### config.mk
export PLATFORM = sky130hd
export DESIGN_NAME = mem_port_arbiter_flat
export DESIGN_NICKNAME = d
export VERILOG_FILES = /design/src/rtl/mem_arb_pkg.sv /design/src/rtl/mem_port_arbiter_if.sv /design/src/rtl/mem_arb_slot.sv /design/src/rtl/mem_port_arbiter.sv /design/src/flat_wrapper.sv
export SDC_FILE = /design/constraint.sdc
export NUM_CORES = 1
export LEC_CHECK = 0
export CELL_PAD_IN_SITES_DETAIL_PLACEMENT = 1
export CELL_PAD_IN_SITES_GLOBAL_PLACEMENT = 1
export CORE_UTILIZATION = 38
export DETAILED_ROUTE_END_ITERATION = 10
export PLACE_DENSITY_LB_ADDON = 0.3
export SLEW_MARGIN = 0
export SYNTH_ARGS = -nofsm -noshare
export SYNTH_HDL_FRONTEND = slang
export SYNTH_SLANG_ARGS = --single-unit
### constraint.sdc
create_clock -name clk -period 3.2 [get_ports clk]
set_input_delay 0.64 -clock clk [delete_from_list [all_inputs] [get_ports clk]]
set_output_delay 0.64 -clock clk [all_outputs]
set_load 0.005 [all_outputs]
### src/rtl/mem_arb_pkg.sv
// Shared types for the two-core memory port arbiter: FSM states, the
// per-core request slot record and the timeout counter width.
package mem_arb_pkg;

  localparam int TIMEOUT_CNT_W = 8;

  // The slot record is sized for the memory geometry the arbiter is built for.
  localparam int SLOT_ADDR_W = 11;
  localparam int SLOT_DATA_W = 32;

  typedef enum logic [1:0] {
    IDLE,
    ISSUE,
    WAIT,
    RESP
  } state_t;

  typedef struct packed {
    logic                   we;
    logic [SLOT_ADDR_W-1:0] adrs;
    logic [SLOT_DATA_W-1:0] wdata;
  } req_slot_t;

endpackage

### src/rtl/mem_port_arbiter_if.sv
// Core-side request/response and memory-side load/store port bundle.
// master = arbiter view, slave = cores plus memory view.
interface mem_port_arbiter_if #(
  parameter int ADDR_W = 11,
  parameter int DATA_W = 32
);

  logic [1:0]          core_req;
  logic [1:0]          core_we;
  logic [2*ADDR_W-1:0] core_adrs;
  logic [2*DATA_W-1:0] core_wdata;
  logic [1:0]          core_busy;
  logic [1:0]          core_done;
  logic [1:0]          core_err;
  logic [DATA_W-1:0]   core_rdata;

  logic                mem_r_en;
  logic [ADDR_W-1:0]   mem_r_adrs;
  logic                mem_w_en;
  logic [ADDR_W-1:0]   mem_w_adrs;
  logic [DATA_W-1:0]   mem_w_data;
  logic                mem_r_valid;
  logic                mem_w_valid;
  logic [DATA_W-1:0]   mem_r_data;

  modport master (
    input  core_req, core_we, core_adrs, core_wdata,
    input  mem_r_valid, mem_w_valid, mem_r_data,
    output core_busy, core_done, core_err, core_rdata,
    output mem_r_en, mem_r_adrs, mem_w_en, mem_w_adrs, mem_w_data
  );

  modport slave (
    output core_req, core_we, core_adrs, core_wdata,
    output mem_r_valid, mem_w_valid, mem_r_data,
    input  core_busy, core_done, core_err, core_rdata,
    input  mem_r_en, mem_r_adrs, mem_w_en, mem_w_adrs, mem_w_data
  );

endinterface

### src/rtl/mem_arb_slot.sv
// One per-core pending slot: latches a request when free, holds it until
// the arbiter clears it in the response cycle.
module mem_arb_slot
  import mem_arb_pkg::*;
(
  input  logic                   clk,
  input  logic                   resetn,
  input  logic                   req,
  input  logic                   clr,
  input  logic                   we,
  input  logic [SLOT_ADDR_W-1:0] adrs,
  input  logic [SLOT_DATA_W-1:0] wdata,
  output logic                   pending,
  output req_slot_t              slot
);

  // Clear wins so a request arriving in the response cycle is dropped.
  always_ff @(posedge clk or negedge resetn) begin
    if (!resetn)      pending <= 1'b0;
    else if (clr)     pending <= 1'b0;
    else if (req)     pending <= 1'b1;
  end

  always_ff @(posedge clk) begin
    if (req && !pending) slot <= '{we: we, adrs: adrs, wdata: wdata};
  end

endmodule

### src/rtl/mem_port_arbiter.sv
// Round-robin arbiter sharing one memory load/store port pair between two
// cores; one access in flight at a time, with timeout on the memory valid.
module mem_port_arbiter
  import mem_arb_pkg::*;
#(
  parameter int ADDR_W  = 11,
  parameter int DATA_W  = 32,
  parameter int TIMEOUT = 15
) (
  input logic                clk,
  input logic                resetn,
  mem_port_arbiter_if.master bus
);

  state_t                   state, state_nx;
  logic                     gnt, gnt_nx;
  logic                     last, last_nx;
  logic [TIMEOUT_CNT_W-1:0] cnt, cnt_nx;
  logic [1:0]               pending, clr;
  req_slot_t                slot_q [2];
  logic                     sel_we, hit;

  logic                     r_en_q, r_en_nx, w_en_q, w_en_nx;
  logic [ADDR_W-1:0]        r_adrs_q, r_adrs_nx, w_adrs_q, w_adrs_nx;
  logic [DATA_W-1:0]        w_data_q, w_data_nx, rdata_q, rdata_nx;
  logic [1:0]               done_q, done_nx, err_q, err_nx;

  for (genvar i = 0; i < 2; i++) begin : g_slot
    mem_arb_slot u_slot (
      .clk     (clk),
      .resetn  (resetn),
      .req     (bus.core_req[i]),
      .clr     (clr[i]),
      .we      (bus.core_we[i]),
      .adrs    (SLOT_ADDR_W'(bus.core_adrs[i*ADDR_W +: ADDR_W])),
      .wdata   (SLOT_DATA_W'(bus.core_wdata[i*DATA_W +: DATA_W])),
      .pending (pending[i]),
      .slot    (slot_q[i])
    );
  end

  assign clr    = (state == RESP) ? (gnt ? 2'b10 : 2'b01) : 2'b00;
  assign sel_we = slot_q[gnt].we;
  // Only the valid matching the access direction completes it.
  assign hit    = sel_we ? bus.mem_w_valid : bus.mem_r_valid;

  always_ff @(posedge clk or negedge resetn) begin
    if (!resetn) begin
      state    <= IDLE;
      gnt      <= 1'b0;
      last     <= 1'b1;
      cnt      <= '0;
      r_en_q   <= 1'b0;
      w_en_q   <= 1'b0;
      r_adrs_q <= '0;
      w_adrs_q <= '0;
      w_data_q <= '0;
      rdata_q  <= '0;
      done_q   <= '0;
      err_q    <= '0;
    end else begin
      state    <= state_nx;
      gnt      <= gnt_nx;
      last     <= last_nx;
      cnt      <= cnt_nx;
      r_en_q   <= r_en_nx;
      w_en_q   <= w_en_nx;
      r_adrs_q <= r_adrs_nx;
      w_adrs_q <= w_adrs_nx;
      w_data_q <= w_data_nx;
      rdata_q  <= rdata_nx;
      done_q   <= done_nx;
      err_q    <= err_nx;
    end
  end

  always_comb begin
    state_nx = state;
    gnt_nx   = gnt;
    last_nx  = last;
    cnt_nx   = cnt;
    case (state)
      IDLE: begin
        if (|pending) begin
          gnt_nx   = (&pending) ? ~last : pending[1];
          last_nx  = gnt_nx;
          state_nx = ISSUE;
        end
      end
      ISSUE: begin
        cnt_nx   = '0;
        state_nx = WAIT;
      end
      WAIT: begin
        if (hit || cnt == TIMEOUT_CNT_W'(TIMEOUT)) state_nx = RESP;
        else                                       cnt_nx   = cnt + TIMEOUT_CNT_W'(1);
      end
      RESP:    state_nx = IDLE;
      default: state_nx = IDLE;
    endcase
  end

  // Outputs are registered, so their next values follow the state transition.
  always_comb begin
    r_en_nx   = 1'b0;
    w_en_nx   = 1'b0;
    r_adrs_nx = r_adrs_q;
    w_adrs_nx = w_adrs_q;
    w_data_nx = w_data_q;
    rdata_nx  = '0;
    done_nx   = '0;
    err_nx    = '0;
    if (state == IDLE && state_nx == ISSUE) begin
      if (slot_q[gnt_nx].we) begin
        w_en_nx   = 1'b1;
        w_adrs_nx = ADDR_W'(slot_q[gnt_nx].adrs);
        w_data_nx = DATA_W'(slot_q[gnt_nx].wdata);
      end else begin
        r_en_nx   = 1'b1;
        r_adrs_nx = ADDR_W'(slot_q[gnt_nx].adrs);
      end
    end
    if (state == WAIT && state_nx == RESP) begin
      done_nx[gnt] = 1'b1;
      err_nx[gnt]  = !hit;
      if (hit && !sel_we) rdata_nx = bus.mem_r_data;
    end
  end

  assign bus.core_busy  = pending;
  assign bus.core_done  = done_q;
  assign bus.core_err   = err_q;
  assign bus.core_rdata = rdata_q;
  assign bus.mem_r_en   = r_en_q;
  assign bus.mem_r_adrs = r_adrs_q;
  assign bus.mem_w_en   = w_en_q;
  assign bus.mem_w_adrs = w_adrs_q;
  assign bus.mem_w_data = w_data_q;

endmodule

### src/flat_wrapper.sv
// flat-port wrapper written by rule: the top's interface ports become plain ports
module mem_port_arbiter_flat import mem_arb_pkg::*;
#(
  parameter int ADDR_W  = 11,
  parameter int DATA_W  = 32,
  parameter int TIMEOUT = 15
)
  (clk, resetn, bus_core_req, bus_core_we, bus_core_adrs, bus_core_wdata, bus_mem_r_valid, bus_mem_w_valid, bus_mem_r_data, bus_core_busy, bus_core_done, bus_core_err, bus_core_rdata, bus_mem_r_en, bus_mem_r_adrs, bus_mem_w_en, bus_mem_w_adrs, bus_mem_w_data);
  mem_port_arbiter_if #(.ADDR_W(ADDR_W), .DATA_W(DATA_W)) bus_i ();
  input logic clk;
  input logic resetn;
  input wire logic [$bits(bus_i.core_req)-1:0] bus_core_req;
  input wire logic [$bits(bus_i.core_we)-1:0] bus_core_we;
  input wire logic [$bits(bus_i.core_adrs)-1:0] bus_core_adrs;
  input wire logic [$bits(bus_i.core_wdata)-1:0] bus_core_wdata;
  input wire logic [$bits(bus_i.mem_r_valid)-1:0] bus_mem_r_valid;
  input wire logic [$bits(bus_i.mem_w_valid)-1:0] bus_mem_w_valid;
  input wire logic [$bits(bus_i.mem_r_data)-1:0] bus_mem_r_data;
  output wire logic [$bits(bus_i.core_busy)-1:0] bus_core_busy;
  output wire logic [$bits(bus_i.core_done)-1:0] bus_core_done;
  output wire logic [$bits(bus_i.core_err)-1:0] bus_core_err;
  output wire logic [$bits(bus_i.core_rdata)-1:0] bus_core_rdata;
  output wire logic [$bits(bus_i.mem_r_en)-1:0] bus_mem_r_en;
  output wire logic [$bits(bus_i.mem_r_adrs)-1:0] bus_mem_r_adrs;
  output wire logic [$bits(bus_i.mem_w_en)-1:0] bus_mem_w_en;
  output wire logic [$bits(bus_i.mem_w_adrs)-1:0] bus_mem_w_adrs;
  output wire logic [$bits(bus_i.mem_w_data)-1:0] bus_mem_w_data;
  assign bus_i.core_req = bus_core_req;
  assign bus_i.core_we = bus_core_we;
  assign bus_i.core_adrs = bus_core_adrs;
  assign bus_i.core_wdata = bus_core_wdata;
  assign bus_i.mem_r_valid = bus_mem_r_valid;
  assign bus_i.mem_w_valid = bus_mem_w_valid;
  assign bus_i.mem_r_data = bus_mem_r_data;
  assign bus_core_busy = bus_i.core_busy;
  assign bus_core_done = bus_i.core_done;
  assign bus_core_err = bus_i.core_err;
  assign bus_core_rdata = bus_i.core_rdata;
  assign bus_mem_r_en = bus_i.mem_r_en;
  assign bus_mem_r_adrs = bus_i.mem_r_adrs;
  assign bus_mem_w_en = bus_i.mem_w_en;
  assign bus_mem_w_adrs = bus_i.mem_w_adrs;
  assign bus_mem_w_data = bus_i.mem_w_data;
  mem_port_arbiter #(.ADDR_W(ADDR_W), .DATA_W(DATA_W), .TIMEOUT(TIMEOUT)) u_core (.clk(clk), .resetn(resetn), .bus(bus_i));
endmodule
After elaboration in Yosys (flattened, before gate mapping). Index checks and enable logic that the tools add are counted.

Add/sub/neg operators: 1. Multiply operators: 0. Divide/modulo/power cells: 0. Magnitude comparators: 4. Equal/unequal tests: 7. Shift operators: 0. Muxes and demuxes: 31. Bitwise operators: 5. Reductions and logical operators: 21.

Operators with widths (number): 2-to-1 mux 44 bit (6); 2-to-1 mux 32 bit (2); case mux 8 bit (2 select lines) (1); 2-to-1 mux 1 bit (13); 2-to-1 mux 2 bit (6); AND reduction 2 bit (5); adder 8 x 1 -> 8 bit, second input constant (1); equality test 8 x 4 -> 1 bit, second input constant (1); 2-to-1 mux 8 bit (1); case mux 2 bit (4 select lines) (1); equality test 2 bit, second input constant (3); logical AND 1 bit (6); nonzero test 2 bit (3); equality test 2 x 1 -> 1 bit, second input constant (2); greater-or-equal comparator 2 bit, second input constant (2); zero test 1 bit (4); NOT 1 -> 2 bit (2); AND 2 bit (1); zero test 2 bit (1); less-than comparator 1 x 2 -> 1 bit, second input constant (1); inequality test 2 bit, second input constant (1); NOT 1 bit (2); OR reduction 2 bit (1); demux 1 bit (select 1 bit) (1); 2 further kinds (2).

Register bits: 194. Bits in latches: 0. Bits in writable memories: 0. Bits in read-only memories: 0. Input bits: 126. Output and inout port bits: 94. Logic and storage cells: 89. Memories: 0.

Logic depth before layout (Yosys ltp). Gate-level depths: netlist of run 1.

Word-level depth: 11. Depth in mapped cells: 9. Gate-level depth less buffers: 8.

Hierarchy. Synthesis of run 1 repeated with hierarchy kept, for this count alone.

Cells, all modules: 410. Area, all modules: 7374.6 µm².

Modules (own cells, without submodules): mem_port_arbiter (times used 1, cells an instance 316, area an instance 4649.5 µm², seq. area each 2603.7 µm²); mem_arb_slot (times used 2, cells an instance 47, area an instance 1362.6 µm², seq. area each 1346.3 µm²).

Worst setup path before layout of run 1. Ideal clock, no wire load.

Path type: in2reg. From: in bus_core_req[0]. To: reg u_core.g_slot[0].u_slot.slot[0] in the netlist's numbering, enable pin. Setup time: 450 ps. Data arrival time: 2600 ps. Required time: 2750 ps. Slack: 149 ps. Stages on the path: 1. Path buffers: 0. Cells stage by stage: nor2b_1.

Word-level cells in the longest chain between the ends: 1.

RTL lines: start, declared (line flat_wrapper.sv:12) `input wire logic [$bits(bus_i.core_req)-1:0] bus_core_req;`; logical AND 1 bit (line mem_arb_slot.sv:25) `if (req && !pending) slot <= '{we: we, adrs: adrs, wdata: wdata};`; end signal, assigned (line mem_arb_slot.sv:25); end, declared (line mem_arb_slot.sv:14) `output req_slot_t slot`.

No other way between the ends. A chain may end at the register's enable or synchronous reset.

Worst setup path after layout of run 1.
From: reg u_core.gnt. To: reg u_core.r_adrs_q[8] (netlist: u_core.bus.mem_r_adrs[8]).

Word-level cells in the longest chain between the ends: 11. Elaborated cells between the ends (all ways): 18. Those cells by class: eq/ne (1); mux (11); bitwise (3); reduce/logical (3).

RTL lines: start, declared (line mem_port_arbiter.sv:16) `logic gnt, gnt_nx;`; start signal, assigned (line mem_port_arbiter.sv:63) `gnt <= gnt_nx;`; NOT 1 -> 2 bit (implied by the code) (line mem_port_arbiter.sv:43) `assign sel_we = slot_q[gnt].we;`; 2-to-1 mux 44 bit (implied by the code) (3 in a row) (line mem_port_arbiter.sv:43); 2-to-1 mux 1 bit (line mem_port_arbiter.sv:45) `assign hit = sel_we ? bus.mem_w_valid : bus.mem_r_valid;`; logical OR 1 bit (line mem_port_arbiter.sv:95) `if (hit || cnt == TIMEOUT_CNT_W'(TIMEOUT)) state_nx = RESP;`; 2-to-1 mux 2 bit (line mem_port_arbiter.sv:95); case mux 2 bit (4 select lines) (line mem_port_arbiter.sv:82) `case (state)`; via u_core.state_nx[0] (line mem_port_arbiter.sv:15) `state_t state, state_nx;`; equality test 2 x 1 -> 1 bit (line mem_port_arbiter.sv:113) `if (state == IDLE && state_nx == ISSUE) begin`; logical AND 1 bit (line mem_port_arbiter.sv:113); AND reduction 2 bit (no line); end signal, assigned (line mem_port_arbiter.sv:68) `r_adrs_q <= r_adrs_nx;`; end, declared (line mem_port_arbiter.sv:24) `logic [ADDR_W-1:0] r_adrs_q, r_adrs_nx, w_adrs_q, w_adrs_nx;`.

The timed path passes the listed nets, and every way through them passes these cells. The select of a mux whose other input is x is not followed.

==> results.toml, run 1 <==
[run_status]
status = "complete, no violations"

[global_route]
grt_pass1_wl_mm = 27.7
antenna_found_initial = 0
overflow = 0
grt_pass1_vias = 4901
grt_max_degree = 57
grt_usage = 0.192

[clock_network]
path_clk_slew_ns = 0.07
post_cts_buffers = 0
clock_latency_ns = 0.43
cts_tree = "yes"
cts_hold_buffers = 0
cts.htree.levels = 4
cts_resized = 0
clkSinkCount = 194
root_buffer = "clkbuf_16"
cts.path.max_buffers = 2
cts_buffers = 17

[cells_and_area]
fin_nets = 778
fin_util = 0.564
layout_commonest_cell = "clkdlybuf4s50_1"
mostFrequentLayoutCells = "clkdlybuf4s50_1, dfrtp_1, mux2_2, edfxtp_1, and2_1"
regArea_sq_um = 5300
final.fill_count = 1719
multi_input_comb_area_sq_um = 1810
area_growth_pct = 43.1
diodes = 0
drive_above_1_share = 0.232

[sta]
grt_setup_unrepaired = "no"
finalSetupViolations = 0
fin_tns_setup_ns = 0
fin_skew_ns = 0.00979
hold_viol_final = 0
worstMarginPinSlew_ns = 0.784
report.final.slew_viol_count = 0
setup_ws_ns = 0.592
period_needed_ns = 2.61
timing.fmax_ghz = 0.383
relSlewSlack = 0.477
period_share = 0.815

[floorplanning]
initial_utilization = 0.394
die_w_um = 140
std_cell_rows = 49
coreArea_sq_um = 18300
die_area_sq_um = 19500
pin_count = 220
die_y_um = 140

[power_and_ir_drop]
p_total_w = 0.00861
p_leak_nw = 4.06
clkPwrFrac = 0.248
powerDensity_nw_per_um2 = 835
ir_worst_vdd_mv = 0.427
switching_share = 0.290
power_frac_seq = 0.415
p_comb_frac = 0.337
switchingPower_w = 0.00250
p_int_w = 0.00612

[synth]
synth_area_leader_cell = "edfxtp_1"
yosysSeqAreaShare = 0.735
syn_inst = 415
synth_area_leaders = "edfxtp_1, dfrtp_1, mux2_2"
syn-mean-instance-area_sq_um = 17.4
syn_area_sq_um = 7200
synth_top_area_share = 0.367
ys_types = 33
synth-seq-cells = 194
async_flop_share = 0.546
synthFlopType = "dfrtp_1"
yosysWarnings = 0
synth_edf_count = 88
synthesis.nets = 547

[route]
drt_iter0_drc = 122
wl_met1_mm = 6.98
vias = 4238
post_drt_wl_per_cell_um = 20.0
drc = 0
top_layer = "met4"
drt_wl_total_mm = 17.8
viasPerCell = 4.77
wl_met3_um = 669
drtAntennaViolNets = 0
firstDrtPassIters = 4
wl_met2_mm = 9.71

[setup_path]
reg2reg_from = "u_core.gnt$_DFF_PN0_"
max_stage_delay_ns = 0.48
regToRegSetupSlack_ns = 0.59
critPathSlowestCell = "dfrtp_1"
crit_path_frequent_cell = "mux2_2"
worst_path_dominant_cell_family = "multiplexers"
reg2reg_depth = 7
path_cells = "mux2_2 > mux2_4 > o21ai_2 > inv_1 > nand4b_1 > buf_4 > mux2_2"
startpoint_type = "flip-flop"
critical_path_required_ns = 3.52
arrival_ns = 2.92
cp_num_buf_inv = 2
regToRegEndpoint = "u_core.bus.mem_r_adrs[8]$_DFFE_PN0P_"
critical_path_class = "flip-flop to flip-flop"
worstPathMaxFanout = 10
end_kind = "flip-flop"

[flow_run]
drv_cap = 0

[placement]
port_buffers = 219
pre_cts_ws_ns = 0.439
dp_hpwl_mm = 12.4
place.gp.congestion = 0.771

[worst_hold_path]
hp-class = "input pin to asynchronous set/reset pin"
[power groups by stage]
stage / Combinational [W] / Clock (W) / Sequential [W]
3_5_place_dp: 0.00294 / 0 / 0.00362
3_3_place_gp: 0.00283 / 0 / 0.00359
4_1_cts: 0.00296 / 0.00218 / 0.00358
2_1_floorplan: 0.00149 / 0 / 0.00358
5_1_grt: 0.00313 / 0.00226 / 0.00365
6_report: 0.00290 / 0.00214 / 0.00357
[worst max-delay path by stage]
stage | startpoint | end | slack, ns | cells past startpoint
after global placement | bus_mem_r_valid | u_core.bus.mem_r_adrs[5]$_DFFE_PN0P_ | 0.49 | 7
after CTS | u_core.gnt$_DFF_PN0_ | u_core.bus.mem_r_adrs[8]$_DFFE_PN0P_ | 0.58 | 7
after detailed placement | bus_mem_r_valid | u_core.bus.mem_r_adrs[7]$_DFFE_PN0P_ | 0.44 | 7
after global routing | u_core.state[0]$_DFF_PN0_ | u_core.bus.mem_w_adrs[5]$_DFFE_PN0P_ | 0.43 | 7
after floorplan | bus_core_req[0] | u_core.g_slot[0].u_slot.slot[0]$_DFFE_PP_ | 0.15 | 1
final | u_core.gnt$_DFF_PN0_ | u_core.bus.mem_r_adrs[8]$_DFFE_PN0P_ | 0.59 | 7
[cell families (layout without fill, tap and decap cells)]
family | count (synthesis) | count (layout) | synth area share
simple gates | 72 | 72 | 0.0580
flops | 194 | 194 | 0.735
mux | 105 | 105 | 0.164
fa+ha+maj | 6 | 6 | 0.0104
xor+xnor | 3 | 3 | 0.00365
compound gates | 13 | 13 | 0.0115
buf+inv | 22 | 266 | 0.0172
[layout make-up]
type,count,area share
Timing Repair Buffer,227,0.223
Sequential cell,194,0.514
Clock inverter,12,0.0116
Clock buffer,20,0.0463
Multi-Input combinational cell,199,0.175
Tap cell,229,0.0278
Inverter,7,0.00255
[metal layers]
| metal | vias to the layer above | GRT usage |
|---|---|---|
| met2 | 98 | 0.351 |
| met5 | - | 0 |
| met4 | 0 | 0.0827 |
| li1 | 1944 | - |
| met1 | 2173 | 0.217 |
| met3 | 23 | 0.0365 |
[cell usage after synthesis, types with 4 or more instances]
master	number
dfrtp_1	105
mux2_2	101
edfxtp_1	88
and2_1	32
nor2_1	12
clkbuf_1	7
inv_1	7
a21oi_1	6
ha_1	6
nand2_1	6
buf_6	4
nand3_1	4
nor3_1	4
[registers in the layout (all words and copies together) (netlist names), 8 cells and up]
register,cells
u_core.bus.core_rdata,32
u_core.bus.mem_w_data,32
u_core.bus.mem_r_adrs,11
u_core.bus.mem_w_adrs,11
u_core.g_slot.u_slot.slot,88
u_core.cnt,8
[stage by stage]
step,instance area [sq um],cells,hold slack (ns)
floorplan,7200,415,0.344
global placement,9710,856,0.481
detailed placement,9710,856,0.499
CTS,10300,888,0.304
global route,10300,888,0.346
finish,10300,888,0.279
Power figures use the tool's default switching activity.
==> run 2: changes to the inputs <==
- clock period: 3.2 -> 2.5 ns (I/O delays scaled with it)
==> results.toml, run 2 (synthesis results as in run 1) <==
[sta]
timing.fmax_ghz = 0.418
finalSetupViolations = 0
worstMarginPinSlew_ns = 0.584
report.final.slew_viol_count = 0
fin_skew_ns = 0.00820
relSlewSlack = 0.611
grt_setup_unrepaired = "no"
period_needed_ns = 2.39
period_share = 0.958
hold_viol_final = 0
setup_ws_ns = 0.106
fin_tns_setup_ns = 0

[floorplanning]
die_y_um = 140
coreArea_sq_um = 18300
die_w_um = 140
die_area_sq_um = 19500
std_cell_rows = 49
pin_count = 220
initial_utilization = 0.394

[route]
firstDrtPassIters = 4
drc = 0
drt_wl_total_mm = 18.1
wl_met3_um = 632
drt_iter0_drc = 140
top_layer = "met4"
viasPerCell = 4.84
post_drt_wl_per_cell_um = 20.1
wl_met2_mm = 10.2
drtAntennaViolNets = 0
wl_met1_mm = 6.77
vias = 4345

[worst_hold_path]
hp-class = "input pin to asynchronous set/reset pin"

[cells_and_area]
final_cells = 897
mostFrequentLayoutCells = "clkdlybuf4s50_1, dfrtp_1, mux2_2, edfxtp_1, and2_1"
final.fill_count = 1708
multi_input_comb_area_sq_um = 1820
drive_above_1_share = 0.244
diodes = 0
regArea_sq_um = 5300
final_cell_area_sq_um = 10400
layout_commonest_cell = "clkdlybuf4s50_1"
area_growth_pct = 44.9
largest-register = "u_core.g_slot.u_slot.slot"
largest_reg_flops = 88
fin_nets = 788

[setup_path]
startpoint = "u_core.cnt[4]$_DFFE_PN0P_"
regToRegSetupSlack_ns = 0.11
worstPathMaxFanout = 29
path_cells = "or4_1 > o21ai_2 > o21ai_2 > nor4b_4 > buf_12 > mux2_2"
regToRegEndpoint = "u_core.bus.mem_w_data[9]$_DFFE_PN0P_"
end_kind = "flip-flop"
max_stage_delay_ns = 0.56
startpoint_type = "flip-flop"
critPathSlowestCell = "or4_1"
reg2reg_depth = 6
worstSetupEndpoint = "u_core.bus.mem_w_data[9]$_DFFE_PN0P_"
reg2reg_from = "u_core.cnt[4]$_DFFE_PN0P_"
crit_path_frequent_cell = "o21ai_2"
critical_path_class = "flip-flop to flip-flop"
arrival_ns = 2.70
critical_path_required_ns = 2.81

[global_route]
grt_max_degree = 45
antenna_found_initial = 0
grt_usage = 0.197
grt_pass1_vias = 4962
grt_pass1_wl_mm = 28.5
overflow = 0

[power_and_ir_drop]
clkPwrFrac = 0.252
powerDensity_nw_per_um2 = 1080
switching_share = 0.282
p_comb_frac = 0.345
p_leak_nw = 4.13
ir_worst_vdd_mv = 0.556
power_frac_seq = 0.403
p_int_w = 0.00813
switchingPower_w = 0.00319

[flow_run]
drv_cap = 0

[placement]
pre_cts_ws_ns = 0.0411
dp_cells = 866
dp_hpwl_mm = 12.7
port_buffers = 219
placed_area_sq_um = 9820
place.gp.congestion = 0.724

[clock_network]
path_clk_slew_ns = 0.07
cts.path.max_buffers = 2
cts_tree = "yes"
cts.htree.levels = 4
clkSinkCount = 194
cts_buffers = 17
clock_latency_ns = 0.43
root_buffer = "clkbuf_16"
post_cts_buffers = 0

[run_status]
status = "complete, no violations"
[run 2: per-layer routing]
layer,vias to the layer above,GRT usage
met2,113,0.367
met4,0,0.0891
li1,1968,-
met3,36,0.0423
met1,2228,0.212
met5,-,0
[run 2: timing repair]
item | 4_1_cts | 5_1_grt
hold endpoints to repair | 0 | 0
gates resized for setup | 0 | 2
setup endpoints to repair | 0 | 14
hold buffers | 0 | 0
[run 2: worst min-delay path by stage]
| stage | from | end | slack (ns) | cells after the start |
|---|---|---|---|---|
| 5_1_grt | resetn | u_core.bus.mem_w_data[28]$_DFFE_PN0P_ | 0.09 | 1 |
| 3_3_place_gp | u_core.cnt[2]$_DFFE_PN0P_ | u_core.cnt[2]$_DFFE_PN0P_ | 0.49 | 1 |
| 4_1_cts | resetn | u_core.bus.mem_w_data[28]$_DFFE_PN0P_ | 0.07 | 1 |
| 6_report | resetn | u_core.bus.mem_w_data[28]$_DFFE_PN0P_ | 0.05 | 1 |
| 3_5_place_dp | u_core.bus.mem_w_adrs[3]$_DFFE_PN0P_ | u_core.bus.mem_w_adrs[3]$_DFFE_PN0P_ | 0.50 | 1 |
| 2_1_floorplan | resetn | u_core.bus.core_done[0]$_DFF_PN0_ | 0.20 | 0 |
[run 2: per-stage QoR]
step	hold WS, ns	utilization	total power [W]
after floorplan	0.204	-	0.00654
after global routing	0.0866	0.571	0.0119
after CTS	0.0696	0.571	0.0115
after global placement	0.489	0.537	0.00838
final	0.0529	0.571	0.0113
after detailed placement	0.496	0.537	0.00857
[run 2: area by class of cell]
cell class,count,share of cell area
Multi-Input combinational cell,199,0.175
Sequential cell,194,0.507
Tap cell,229,0.0274
Inverter,7,0.00252
Clock inverter,14,0.0180
Clock buffer,17,0.0408
Timing Repair Buffer,237,0.229
[run 2: critical path: cells and delay by family, from the launching register on]
family | cells | cell delay (ns)
AO/OA/AOI/OAI | 2 | 0.26
flip-flops | 1 | 0.44
multiplexers | 1 | 0.37
AND/OR/NAND/NOR | 2 | 0.93
buffers and inverters | 1 | 0.25
[run 2: power by group through the flow]
stage          sequential [W]  clock [W]  combinational, W
2_1_floorplan         0.00458          0           0.00196
3_3_place_gp          0.00457          0           0.00380
3_5_place_dp          0.00462          0           0.00395
4_1_cts               0.00458    0.00292           0.00399
5_1_grt               0.00466    0.00303           0.00422
6_report              0.00456    0.00285           0.00391
==> run 3: changes to the inputs <==
- PLACE_DENSITY: not set -> 0.88
- PLACE_DENSITY_LB_ADDON: 0.3 -> not set
==> results.toml, run 3 (synthesis results as in run 1) <==
[power_and_ir_drop]
p_int_w = 0.00815
switching_share = 0.286
clkPwrFrac = 0.255
power_frac_seq = 0.405
switchingPower_w = 0.00326
powerDensity_nw_per_um2 = 1090
p_leak_nw = 4.13
ir_worst_vdd_mv = 0.629
p_comb_frac = 0.341
p_total_w = 0.0114

[worst_hold_path]
hp-class = "input pin to asynchronous set/reset pin"

[cells_and_area]
fin_util = 0.573
diodes = 0
drive_above_1_share = 0.247
layout_commonest_cell = "clkdlybuf4s50_1"
largest-register = "u_core.g_slot.u_slot.slot"
fin_nets = 791
area_growth_pct = 45.2
final.fill_count = 1710
largest_reg_flops = 88
regArea_sq_um = 5300
mostFrequentLayoutCells = "clkdlybuf4s50_1, dfrtp_1, mux2_2, edfxtp_1, and2_1"
multi_input_comb_area_sq_um = 1820

[route]
drt_iter0_drc = 136
viasPerCell = 4.82
drc = 0
post_drt_wl_per_cell_um = 21.0
firstDrtPassIters = 4
drt_wl_total_mm = 18.9
drtAntennaViolNets = 0
vias = 4339

[floorplanning]
pin_count = 220
die_area_sq_um = 19500
std_cell_rows = 49
initial_utilization = 0.394
die_y_um = 140
coreArea_sq_um = 18300
die_w_um = 140

[sta]
worstMarginPinSlew_ns = 0.500
setup_ws_ns = 0.105
relSlewSlack = 0.667
report.final.slew_viol_count = 0
period_share = 0.958
fin_tns_setup_ns = 0
finalSetupViolations = 0
grt_setup_unrepaired = "no"
hold_viol_final = 0
fin_skew_ns = 0.0101
timing.fmax_ghz = 0.418
period_needed_ns = 2.39

[setup_path]
critical_path_class = "flip-flop to flip-flop"
arrival_ns = 2.70
crit_path_frequent_cell = "o21ai_2"
reg2reg_depth = 7
end_kind = "flip-flop"
reg2reg_from = "u_core.cnt[5]$_DFFE_PN0P_"
path_cells = "or4_1 > o21ai_2 > o21ai_2 > nor4b_4 > buf_4 > buf_12 > mux2_2"
cp_num_buf_inv = 2
critical_path_required_ns = 2.81
worstPathMaxFanout = 25
critPathSlowestCell = "or4_1"
startpoint_type = "flip-flop"
regToRegEndpoint = "u_core.bus.mem_w_data[5]$_DFFE_PN0P_"
max_stage_delay_ns = 0.60
worst_path_dominant_cell_family = "simple AND/OR/NAND/NOR gates"
regToRegSetupSlack_ns = 0.11

[clock_network]
clkSinkCount = 194
clock_latency_ns = 0.43
cts.htree.levels = 4
path_clk_slew_ns = 0.07
cts_tree = "yes"
cts.path.max_buffers = 2
root_buffer = "clkbuf_16"
cts_buffers = 17
cts_hold_buffers = 0

[global_route]
grt_max_degree = 45
grt_usage = 0.204
grt_pass1_vias = 5148
antenna_found_initial = 0
overflow = 0
grt_pass1_wl_mm = 29.4

[run_status]
status = "complete, no violations"

[placement]
place.gp.congestion = 0.759
pre_cts_ws_ns = 0.0518
dp_hpwl_mm = 13.5
port_buffers = 219

[flow_run]
drv_cap = 0
-- run 3: cell types whose count changed in the layout (fill, tap and decap cells not counted), sizes merged --
cell and delta:
clkbuf +1, clkinvlp +4, inv +3, buf +3, clkinv -7
-- run 3: stage by stage --
stage	cell area [sq um]	std cells	hold WS, ns
floorplan	7230	415	0.204
global placement	9820	868	0.483
detailed placement	9820	868	0.493
CTS	10500	900	0.0457
global route	10500	901	0.0505
finish	10500	901	0.0324
-- run 3: worst max path at each step --
stage / cells after the start / slack, ns / endpoint / start
2_1_floorplan: 9 / 0.007 / u_core.bus.mem_w_adrs[2]$_DFFE_PN0P_ / u_core.state[0]$_DFF_PN0_
3_3_place_gp: 6 / 0.12 / u_core.bus.mem_w_data[27]$_DFFE_PN0P_ / bus_mem_r_valid
3_5_place_dp: 7 / 0.05 / u_core.bus.mem_r_adrs[2]$_DFFE_PN0P_ / bus_mem_r_valid
4_1_cts: 6 / 0.04 / u_core.bus.mem_w_data[5]$_DFFE_PN0P_ / u_core.cnt[5]$_DFFE_PN0P_
5_1_grt: 7 / 0.03 / u_core.bus.mem_w_data[5]$_DFFE_PN0P_ / u_core.cnt[5]$_DFFE_PN0P_
6_report: 7 / 0.11 / u_core.bus.mem_w_data[5]$_DFFE_PN0P_ / u_core.cnt[5]$_DFFE_PN0P_
-- run 3: final cells by class --
| class | count | area share |
|---|---|---|
| Clock buffer | 18 | 0.0410 |
| Clock inverter | 14 | 0.0191 |
| Timing Repair Buffer | 240 | 0.230 |
| Inverter | 7 | 0.00251 |
| Multi-Input combinational cell | 199 | 0.174 |
| Sequential cell | 194 | 0.506 |
| Tap cell | 229 | 0.0274 |
-- run 3: power by group through the flow --
stage / Combinational, W / Sequential (W) / Clock (W)
floorplan: 0.00196 / 0.00458 / 0
global placement: 0.00370 / 0.00462 / 0
detailed placement: 0.00390 / 0.00467 / 0
CTS: 0.00394 / 0.00463 / 0.00296
global route: 0.00417 / 0.00470 / 0.00307
finish: 0.00388 / 0.00461 / 0.00291
-- run 3: layer usage --
layer,wire (um),part of all wire,vias to the layer above,global-route usage
met2,10500,0.55,123,0.381
met4,418,0.022,0,0.0763
met5,0,0,-,0
met1,7400,0.39,2215,0.227
met3,645,0.034,28,0.0413
li1,-,-,1973,-
-- run 3: timing repair --
| action | in CTS | in global routing |
|---|---|---|
| setup buffers | 0 | 1 |
| endpoints found under the setup margin | 0 | 49 |
| gates resized for setup | 0 | 1 |
